==> src/rtl/router_pkg.sv <==
`default_nettype none
// +----------------------------------------------------------------------------+
// | Module      : router_pkg                                                   |
// | Description : Shared router definitions: packet width, transmit arbiter    |
// |               FSM states and the default transmitter accept timeout.       |
// | Revision    : 1.0  initial release                                         |
// +----------------------------------------------------------------------------+
package router_pkg;

  // Width of one router packet as carried to the serial transmitter.
  localparam int PKT_W = 55;

  // Default number of SEND cycles allowed before the transmitter must accept.
  localparam int ACC_TIMEOUT_DEF = 15;

  // Transmit arbiter states.
  typedef enum logic [1:0] {
    IDLE = 2'd0,
    SEND = 2'd1,
    XMIT = 2'd2
  } arb_state_e;

endpackage : router_pkg
`default_nettype wire

==> src/rtl/tx_arbiter_if.sv <==
`default_nettype none
// +----------------------------------------------------------------------------+
// | Module      : tx_arbiter_if                                                |
// | Description : Bundle between router queues / transmitter and tx_arbiter.   |
// |   req, req_data, port_en : per-port requests, packets and enables         |
// |   ack                    : one-hot packet-latched pulse back to the ports |
// |   TX_Data, TX_Data_Valid : packet and start request to the transmitter    |
// |   TX_Ready               : transmitter idle / will accept                 |
// |   busy, gnt_idx, tx_err  : arbiter status                                 |
// |   modport slave  : arbiter side;  modport master : queues + transmitter   |
// | Revision    : 1.0  initial release                                         |
// +----------------------------------------------------------------------------+
interface tx_arbiter_if
  import router_pkg::*;
#(
  parameter int N = 4
) ();

  localparam int IDX_W = $clog2(N);

  logic [N-1:0]       req;
  logic [N*PKT_W-1:0] req_data;
  logic [N-1:0]       port_en;
  logic [N-1:0]       ack;
  logic [PKT_W-1:0]   TX_Data;
  logic               TX_Data_Valid;
  logic               TX_Ready;
  logic               busy;
  logic [IDX_W-1:0]   gnt_idx;
  logic               tx_err;

  modport slave (
    input  req, req_data, port_en, TX_Ready,
    output ack, TX_Data, TX_Data_Valid, busy, gnt_idx, tx_err
  );

  modport master (
    output req, req_data, port_en, TX_Ready,
    input  ack, TX_Data, TX_Data_Valid, busy, gnt_idx, tx_err
  );

endinterface : tx_arbiter_if
`default_nettype wire

==> src/rtl/rr_picker.sv <==
`default_nettype none
// +----------------------------------------------------------------------------+
// | Module      : rr_picker                                                    |
// | Description : Combinational round-robin pick. Returns the first set bit   |
// |               of elig at or above ptr, wrapping modulo N.                  |
// |   elig  : eligible requesters                                            |
// |   ptr   : highest-priority index                                         |
// |   found : at least one requester eligible                                |
// |   idx   : chosen index (0 when nothing is found)                         |
// | Revision    : 1.0  initial release                                         |
// +----------------------------------------------------------------------------+
module rr_picker #(
  parameter int N     = 4,
  parameter int IDX_W = $clog2(N)
) (
  input  wire logic [N-1:0]     elig,
  input  wire logic [IDX_W-1:0] ptr,
  output logic                  found,
  output logic [IDX_W-1:0]      idx
);

  // One extra bit so ptr + offset never overflows before the modulo step.
  localparam logic [IDX_W:0] c_N = (IDX_W+1)'(N);

  logic [IDX_W:0] w_pos;

  always_comb begin
    found = 1'b0;
    idx   = '0;
    w_pos = '0;
    for (int i = 0; i < N; i++) begin
      w_pos = {1'b0, ptr} + (IDX_W+1)'(i);
      if (w_pos >= c_N) begin
        w_pos = w_pos - c_N;
      end
      if (!found && elig[w_pos[IDX_W-1:0]]) begin
        found = 1'b1;
        idx   = w_pos[IDX_W-1:0];
      end
    end
  end

endmodule : rr_picker
`default_nettype wire

==> src/rtl/tx_arbiter.sv <==
`default_nettype none
// +----------------------------------------------------------------------------+
// | Module      : tx_arbiter                                                   |
// | Description : Round-robin arbiter sharing one serial transmitter among N  |
// |               router output queues. Latches the winner's packet, drives   |
// |               the TX handshake until the frame ends, then re-arbitrates.  |
// |   Clk_S : clock (rising edge)                                            |
// |   Rst_n : asynchronous active-low reset                                  |
// |   bus   : tx_arbiter_if.slave (requests, packets, TX handshake, status)  |
// | Revision    : 1.0  initial release                                         |
// +----------------------------------------------------------------------------+
module tx_arbiter
  import router_pkg::*;
#(
  parameter int N           = 4,
  parameter int IDX_W       = $clog2(N),
  parameter int ACC_TIMEOUT = ACC_TIMEOUT_DEF
) (
  input  wire logic   Clk_S,
  input  wire logic   Rst_n,
  tx_arbiter_if.slave bus
);

  localparam int             c_CNT_W    = 8;
  localparam logic [c_CNT_W-1:0] c_TO_LAST  = c_CNT_W'(ACC_TIMEOUT - 1);
  localparam logic [IDX_W-1:0]   c_LAST_IDX = IDX_W'(N - 1);

  arb_state_e           state_q, state_d;
  logic [N-1:0]         ack_q, ack_d;
  logic [PKT_W-1:0]     data_q, data_d;
  logic                 valid_q, valid_d;
  logic                 busy_q, busy_d;
  logic [IDX_W-1:0]     gnt_q, gnt_d;
  logic [IDX_W-1:0]     ptr_q, ptr_d;
  logic                 err_q, err_d;
  logic [c_CNT_W-1:0]   cnt_q, cnt_d;

  logic [N-1:0]         w_elig;
  logic                 w_found;
  logic [IDX_W-1:0]     w_pick;
  logic [PKT_W-1:0]     w_pick_data;
  logic [IDX_W-1:0]     w_gnt_next;

  assign w_elig = bus.req & bus.port_en;

  rr_picker #(
    .N     (N),
    .IDX_W (IDX_W)
  ) u_picker (
    .elig  (w_elig),
    .ptr   (ptr_q),
    .found (w_found),
    .idx   (w_pick)
  );

  // Packet of the current round-robin winner.
  always_comb begin
    w_pick_data = '0;
    for (int i = 0; i < N; i++) begin
      if (w_pick == IDX_W'(i)) begin
        w_pick_data = bus.req_data[i*PKT_W +: PKT_W];
      end
    end
  end

  // Priority moves to the port after the one just served.
  assign w_gnt_next = (gnt_q == c_LAST_IDX) ? '0 : gnt_q + 1'b1;

  always_comb begin
    state_d = state_q;
    ack_d   = '0;
    data_d  = data_q;
    valid_d = valid_q;
    gnt_d   = gnt_q;
    ptr_d   = ptr_q;
    err_d   = err_q;
    cnt_d   = cnt_q;
    unique case (state_q)
      IDLE: begin
        // Granting only while the transmitter is idle keeps TX_Data stable
        // for the whole frame.
        if (bus.TX_Ready && w_found) begin
          data_d        = w_pick_data;
          gnt_d         = w_pick;
          ack_d[w_pick] = 1'b1;
          valid_d       = 1'b1;
          cnt_d         = '0;
          state_d       = SEND;
        end
      end
      SEND: begin
        cnt_d = cnt_q + 1'b1;
        if (!bus.TX_Ready) begin
          valid_d = 1'b0;
          state_d = XMIT;
        end else if (cnt_q == c_TO_LAST) begin
          // Transmitter never took the packet; it was already acked, so it
          // is dropped and the fault is remembered until reset.
          valid_d = 1'b0;
          err_d   = 1'b1;
          ptr_d   = w_gnt_next;
          state_d = IDLE;
        end
      end
      XMIT: begin
        if (bus.TX_Ready) begin
          ptr_d   = w_gnt_next;
          state_d = IDLE;
        end
      end
      default: begin
        state_d = IDLE;
      end
    endcase
    busy_d = (state_d != IDLE);
  end

  always_ff @(posedge Clk_S or negedge Rst_n) begin
    if (!Rst_n) begin
      state_q <= IDLE;
      ack_q   <= '0;
      data_q  <= '0;
      valid_q <= 1'b0;
      busy_q  <= 1'b0;
      gnt_q   <= '0;
      ptr_q   <= '0;
      err_q   <= 1'b0;
      cnt_q   <= '0;
    end else begin
      state_q <= state_d;
      ack_q   <= ack_d;
      data_q  <= data_d;
      valid_q <= valid_d;
      busy_q  <= busy_d;
      gnt_q   <= gnt_d;
      ptr_q   <= ptr_d;
      err_q   <= err_d;
      cnt_q   <= cnt_d;
    end
  end

  assign bus.ack           = ack_q;
  assign bus.TX_Data       = data_q;
  assign bus.TX_Data_Valid = valid_q;
  assign bus.busy          = busy_q;
  assign bus.gnt_idx       = gnt_q;
  assign bus.tx_err        = err_q;

endmodule : tx_arbiter
`default_nettype wire

==> src/flat_wrapper.sv <==
// flat-port wrapper written by rule: the top's interface ports become plain ports
module tx_arbiter_flat import router_pkg::*;
#(
  parameter int N           = 4,
  parameter int IDX_W       = $clog2(N),
  parameter int ACC_TIMEOUT = ACC_TIMEOUT_DEF
)
  (Clk_S, Rst_n, bus_req, bus_req_data, bus_port_en, bus_TX_Ready, bus_ack, bus_TX_Data, bus_TX_Data_Valid, bus_busy, bus_gnt_idx, bus_tx_err);
  tx_arbiter_if #(.N(N)) bus_i ();
  input  wire logic Clk_S;
  input  wire logic Rst_n;
  input wire logic [$bits(bus_i.req)-1:0] bus_req;
  input wire logic [$bits(bus_i.req_data)-1:0] bus_req_data;
  input wire logic [$bits(bus_i.port_en)-1:0] bus_port_en;
  input wire logic [$bits(bus_i.TX_Ready)-1:0] bus_TX_Ready;
  output wire logic [$bits(bus_i.ack)-1:0] bus_ack;
  output wire logic [$bits(bus_i.TX_Data)-1:0] bus_TX_Data;
  output wire logic [$bits(bus_i.TX_Data_Valid)-1:0] bus_TX_Data_Valid;
  output wire logic [$bits(bus_i.busy)-1:0] bus_busy;
  output wire logic [$bits(bus_i.gnt_idx)-1:0] bus_gnt_idx;
  output wire logic [$bits(bus_i.tx_err)-1:0] bus_tx_err;
  assign bus_i.req = bus_req;
  assign bus_i.req_data = bus_req_data;
  assign bus_i.port_en = bus_port_en;
  assign bus_i.TX_Ready = bus_TX_Ready;
  assign bus_ack = bus_i.ack;
  assign bus_TX_Data = bus_i.TX_Data;
  assign bus_TX_Data_Valid = bus_i.TX_Data_Valid;
  assign bus_busy = bus_i.busy;
  assign bus_gnt_idx = bus_i.gnt_idx;
  assign bus_tx_err = bus_i.tx_err;
  tx_arbiter #(.N(N), .IDX_W(IDX_W), .ACC_TIMEOUT(ACC_TIMEOUT)) u_core (.Clk_S(Clk_S), .Rst_n(Rst_n), .bus(bus_i));
endmodule
==> config.mk <==
export PLATFORM = sky130hd
export DESIGN_NAME = tx_arbiter_flat
export DESIGN_NICKNAME = d
export VERILOG_FILES = /design/src/rtl/router_pkg.sv /design/src/rtl/tx_arbiter_if.sv /design/src/rtl/rr_picker.sv /design/src/rtl/tx_arbiter.sv /design/src/flat_wrapper.sv
export SDC_FILE = /design/constraint.sdc
export NUM_CORES = 1
export LEC_CHECK = 0
export ABC_AREA = 0
export BUFFER_PORTS_ARGS = -buffer_cell sky130_fd_sc_hd__buf_2
export CORE_AREA = 2 2 114 116
export CTS_CLUSTER_SIZE = 24
export DETAILED_ROUTE_END_ITERATION = 10
export DIE_AREA = 0 0 116 118
export HOLD_SLACK_MARGIN = 0.15
export PLACE_DENSITY = 0.7
export SLEW_MARGIN = 20
export SYNTH_ARGS = -nofsm -noshare
export SYNTH_HDL_FRONTEND = slang
export SYNTH_SLANG_ARGS = --single-unit
==> constraint.sdc <==
create_clock -name Clk_S -period 2.95 [get_ports Clk_S]
set_input_delay 0.4425 -clock Clk_S [delete_from_list [all_inputs] [get_ports Clk_S]]
set_output_delay 0.4425 -clock Clk_S [all_outputs]
set_load 0.02 [all_outputs]
### After elaboration in Yosys (flattened, before gate mapping)

Index checks and enable logic that the tools add are counted.
Widths: inputs -> output; s select.

| operators by class | value |
|---|---|
| $add $sub $neg | 9 |
| magnitude comparators | 10 |
| eq/ne operators | 12 |
| muxes and demuxes | 44 |
| bitwise operators | 1 |
| reductions and logical operators | 18 |

Operators with widths:

| operator | count |
|---|---|
| $mux 55 | 4 |
| $mux 2 | 16 |
| $pmux 8 s2 | 1 |
| $lt 2x3->1 const B | 5 |
| $mux 1 | 12 |
| $ge 3x3->1 const B | 3 |
| $add 8x1->8 const B | 1 |
| $bmux 1 s2 | 4 |
| $eq 2x2->1 const B | 4 |
| $eq 8x4->1 const B | 1 |
| $mux 4 | 2 |
| $mux 8 | 1 |
| $sub 2x1->2 const B | 4 |
| $add 2x2->3 const B | 2 |
| $pmux 2 s3 | 1 |
| $reduce_and 3->1 | 2 |
| $reduce_bool 2->1 | 3 |
| $logic_and 1x1->1 | 5 |
| $and 4x4->4 | 1 |
| $eq 2x1->1 const B | 2 |
| $logic_not 2->1 | 2 |
| $ne 2x1->1 const B | 2 |
| $ne 2x2->1 const B | 2 |
| $pmux 2 s2 | 1 |
| 10 further kinds | 13 |

| storage, ports and cells | value |
|---|---|
| register bits after elaboration | 76 |
| output and inout bits | 64 |
| word-level logic and storage cells | 103 |

### Depth between registers and ports, before layout

| depth | value |
|---|---|
| word-level depth | 20 |
| mapped depth | 8 |
| mapped depth without buffers | 7 |

### Cells and area by module

Synthesis repeated with hierarchy kept, for this count alone.

| second synthesis, totals | value |
|---|---|
| cells, all modules | 409 |
| area, all modules | 4475.5 um^2 |

By module, submodules not included:

| module | instances | cells each | area an instance (um^2) |
|---|---|---|---|
| tx_arbiter | 1 | 394 | 4398.0 |
| rr_picker | 1 | 15 | 77.6 |

### Worst setup path after synthesis

No wires, ideal clock.

| timing | value |
|---|---|
| path kind | reg2reg |
| from | register u_core.cnt_q[0] |
| to | register u_core.ptr_q[0] |
| library setup time | 128 ps |
| arrival time | 1905 ps |
| setup slack | 917 ps |
| stages on the path, launching flop included | 8 |
| period minus slack after synthesis | 2033 ps |
| path through | dfrtp_1 inv_1 ha_1 or4b_1 or3_4 o21ai_2 o211ai_2 mux2_1 |

| on the way | value |
|---|---|
| word-level cells in the longest chain between the ends | 3 |

Ends and longest elaborated chain:

| element | line | RTL |
|---|---|---|
| start: declaration | tx_arbiter.sv:36 | `logic [c_CNT_W-1:0] cnt_q, cnt_d;` |
| start signal: assignment | tx_arbiter.sv:138 | `cnt_q <= cnt_d;` |
| $eq 8x4->1 | tx_arbiter.sv:96 | `end else if (cnt_q == c_TO_LAST) begin` |
| $ne 2x1->1 (no line) | -- |  |
| $reduce_and 4->1 (no line) | -- |  |
| end signal: assignment | tx_arbiter.sv:136 | `ptr_q <= ptr_d;` |
| end: declaration | tx_arbiter.sv:34 | `logic [IDX_W-1:0] ptr_q, ptr_d;` |

No other way between the ends.
A chain may end at the register's enable or synchronous reset.

### Worst setup path in the final report

| timing | value |
|---|---|
| from | register u_core.ptr_q[1] |
| to | register u_core.data_q[46], in the netlist u_core.bus.TX_Data[46] |

| on the way | value |
|---|---|
| word-level cells in the longest chain between the ends | 19 |

Ends and longest elaborated chain:

| element | line | RTL |
|---|---|---|
| branches (longest 19 deep; another with $add 2x1->3) | -- |  |
| end signal: assignment | tx_arbiter.sv:132 | `data_q <= data_d;` |
| end: declaration | tx_arbiter.sv:30 | `logic [PKT_W-1:0] data_q, data_d;` |

Several ways; the timed one is not identified. The select of a mux whose other input is x is not followed.

==> flow_summary.yaml <==
synthesis:
  synth_fa_ha_area_share_pct: 0.853
  ys_ff_latch: 76
  synth_area_mm2: 0.00440
  syn_nets: 711
  ys_types: 38
  syn_area_per_cell_um2: 9.22
  synth_top_family_by_area: "simple AND/OR/NAND/NOR gates"
  synthCells: 477
  seq_area_frac_synth_pct: 43.2
  synth_xor_area_share_pct: 0
  ys_warn_count: 0
  synthSimpleGateAreaFrac_pct: 22.5
  synth-compound-area-share_pct: 15.6
  synth.area.mux_share_pct: 13.0
timing:
  skew_ns: 0.00631
  worst_pin_slew_ns: 0.621
  drv_slew: 0
  post-route-min-period_ns: 2.31
  tns_ns: 0
  rsz0062_at_grt: "no"
  setup_violations: 0
  timing.final.crit_share_pct: 78.3
  hold_violations: 0
  max_clock_freq_mhz: 433
  slew_headroom_pct: 58.6
final_layout:
  layout_common_cells: "buf_2, nand3_1, dfrtp_1"
  drive_above_1_share_pct: 44.0
  insertedDiodeCount: 0
  final_cells: 926
  layout.nets: 983
  area_delta_synth_final_pct: 45.7
  layout_commonest_cell: "buf_2"
routing:
  route.detailed.drc: 0
  first_pass_iters: 4
  vias: 4829
  wl_per_cell_um: 16.2
  drtIter0Drc: 248
  routed_wl_um: 15000
  ant_nets: 0
  post_drt_via_cell_ratio: 5.21
floorplanning:
  die_area_mm2: 0.0137
  rows: 41
  die_h_um: 118
  core_mm2: 0.0124
  die_w_um: 116
  initial_core_util_pct: 35.4
  io_pins: 295
power:
  leakagePower_nw: 3.18
  power_mw: 5.19
  peakVddDrop_uv: 318
  p_per_area_mw_per_mm2: 810
worst_setup_path:
  start_kind: "flip-flop"
  setup.worst_path.end_class: "flip-flop"
  cp_max_fo: 27
  path_class: "flip-flop to flip-flop"
  crit_arrival_ns: 2.50
  required_ns: 3.14
clock_network:
  cts_tree: "done"
  cts_inserted_buffers: 9
  cts-resized-gates: 0
  h-tree-depth: 3
  clock_latency_ns: 0.33
  path_clk_slew_ns: 0.06
  clock_sinks: 76
  clockBufferDepth: 2
  cts_root_buffer: "clkbuf_16"
global_route:
  met3_usage_pct: 3.96
  grt_pass1_vias: 4659
  antenna_found_initial: 0
  gr-total-overflow: 0
  global_route.usage.met2_pct: 36.8
  gr-usage-all-layers_pct: 21.0
  grt_start_max_net_pins: 77
  grt_pass1_wl_um: 22900
  top_usage_layer: "met2"
  met1_usage_pct: 25.8
min_path:
  hold_class: "input pin to flip-flop"
place:
  dp_hpwl_um: 10800
  port-buffer-count: 294
  dp_cells: 908
  place.gp.congestion: 0.812
outcome:
  status: "completed"
flow_run:
  maxCapViolCount: 0
-- path summary, 6_finish.rpt --
kind	startpoint	endpoint	slack, ns	cells past startpoint
worst min-delay path	bus_req_data[153]	u_core.bus.TX_Data[43]$_DFFE_PN0P_	0.36	3
min in group asynchronous	Rst_n	u_core.bus.ack[3]$_DFF_PN0_	0.62	2
max in group asynchronous	Rst_n	u_core.bus.TX_Data[54]$_DFFE_PN0P_	1.74	3
worst min register to register	u_core.bus.TX_Data[24]$_DFFE_PN0P_	u_core.bus.TX_Data[24]$_DFFE_PN0P_	0.48	2
worst max-delay path	u_core.ptr_q[1]$_DFFE_PN0P_	u_core.bus.TX_Data[46]$_DFFE_PN0P_	0.64	6
worst max register to register	u_core.ptr_q[1]$_DFFE_PN0P_	u_core.bus.TX_Data[46]$_DFFE_PN0P_	0.64	6
-- registers in the layout, indices dropped and copies added (netlist names) --
signal                    flops
u_core.bus.ack                4
u_core.bus.TX_Data_Valid      1
u_core.ptr_q                  2
u_core.bus.gnt_idx            2
u_core.cnt_q                  8
u_core.bus.busy               1
u_core.bus.TX_Data           55
u_core.bus.tx_err             1
u_core.state_q                2
-- through the flow --
| step | setup slack, ns | hold slack [ns] | cell area (um2) | util, % |
|---|---|---|---|---|
| floorplan | 0.917 | 0.147 | 4400 | - |
| global placement | 0.590 | 0.458 | 6050 | 48.7 |
| detailed placement | 0.540 | 0.472 | 6050 | 48.7 |
| CTS | 0.603 | 0.311 | 6380 | 51.4 |
| global route | 0.435 | 0.357 | 6410 | 51.6 |
| finish | 0.639 | 0.357 | 6410 | 51.6 |
-- cell usage after synthesis (all sizes together) --
library cell  number  area, um2
nand3            115        576
dfrtp             76       1900
nand2             68        255
mux2i             55        551
o2111ai           55        482
clkbuf            25       93.8
buf               20        110
o21ai             15       78.8
a21oi              5       25.0
nor2               5       18.8
nand4              4       25.0
and3               3       18.8
ha                 3       37.5
nand2b             3       18.8
a31oi              2       12.5
and2               2       12.5
inv                2       7.51
mux2               2       22.5
nor2b              2       12.5
a21bo              1       10.0
a21o               1       7.51
a22o               1       8.76
a22oi              1       7.51
a31o               1       8.76
a32o               1       10.0
and3b              1       8.76
nand4b             1       8.76
nor3b              1       12.5
o211ai             1       12.5
o21bai             1       7.51
o31a               1       8.76
o31ai              1       7.51
or3                1       11.3
or4b               1       10.0
-- per-layer routing --
| layer | up-vias | wire [um] |
|---|---|---|
| met1 | 2263 | 6270 |
| li1 | 2342 | - |
| met5 | - | 0 |
| met2 | 213 | 7440 |
| met3 | 11 | 1100 |
| met4 | 0 | 174 |
-- cells by family (layout without fill, tap and decap cells) --
group	count (synthesis)	after routing
compound gates	87	87
fa+ha+maj	3	3
simple gates	207	207
buf+inv	47	324
mux	57	57
flops	76	76
-- repair_timing --
action	CTS	global route
hold buffers	0	1
hold endpoints to repair	0	34
buffers inserted	0	0
-- where the power goes --
part           leakage, nW  internal (mW)  total (mW)  switching, mW
logic                 2.06          0.842        2.23           1.39
clock network        0.160          0.772        1.24          0.465
registers            0.960           1.46        1.73          0.268
total                 3.18           3.08        5.19           2.12
-- area by class of cell --
class                      instances  area, um2
clock buffer                      10        239
clock inverter                     6       93.8
fill                            1230       6000
inverter                           2       7.51
multi-input combinational        354       2310
sequential                        76       1900
tap                              172        215
timing repair buffer             306       1640
-- worst max-delay path: stages (launching register included) --
cell       delay (ns)
dfrtp_1          0.44
and3b_1          0.20
o21ai_0          0.25
nand3_2          0.55
buf_4            0.46
nand3_1          0.14
o2111ai_1        0.12
(Power assumes the default switching activity.)
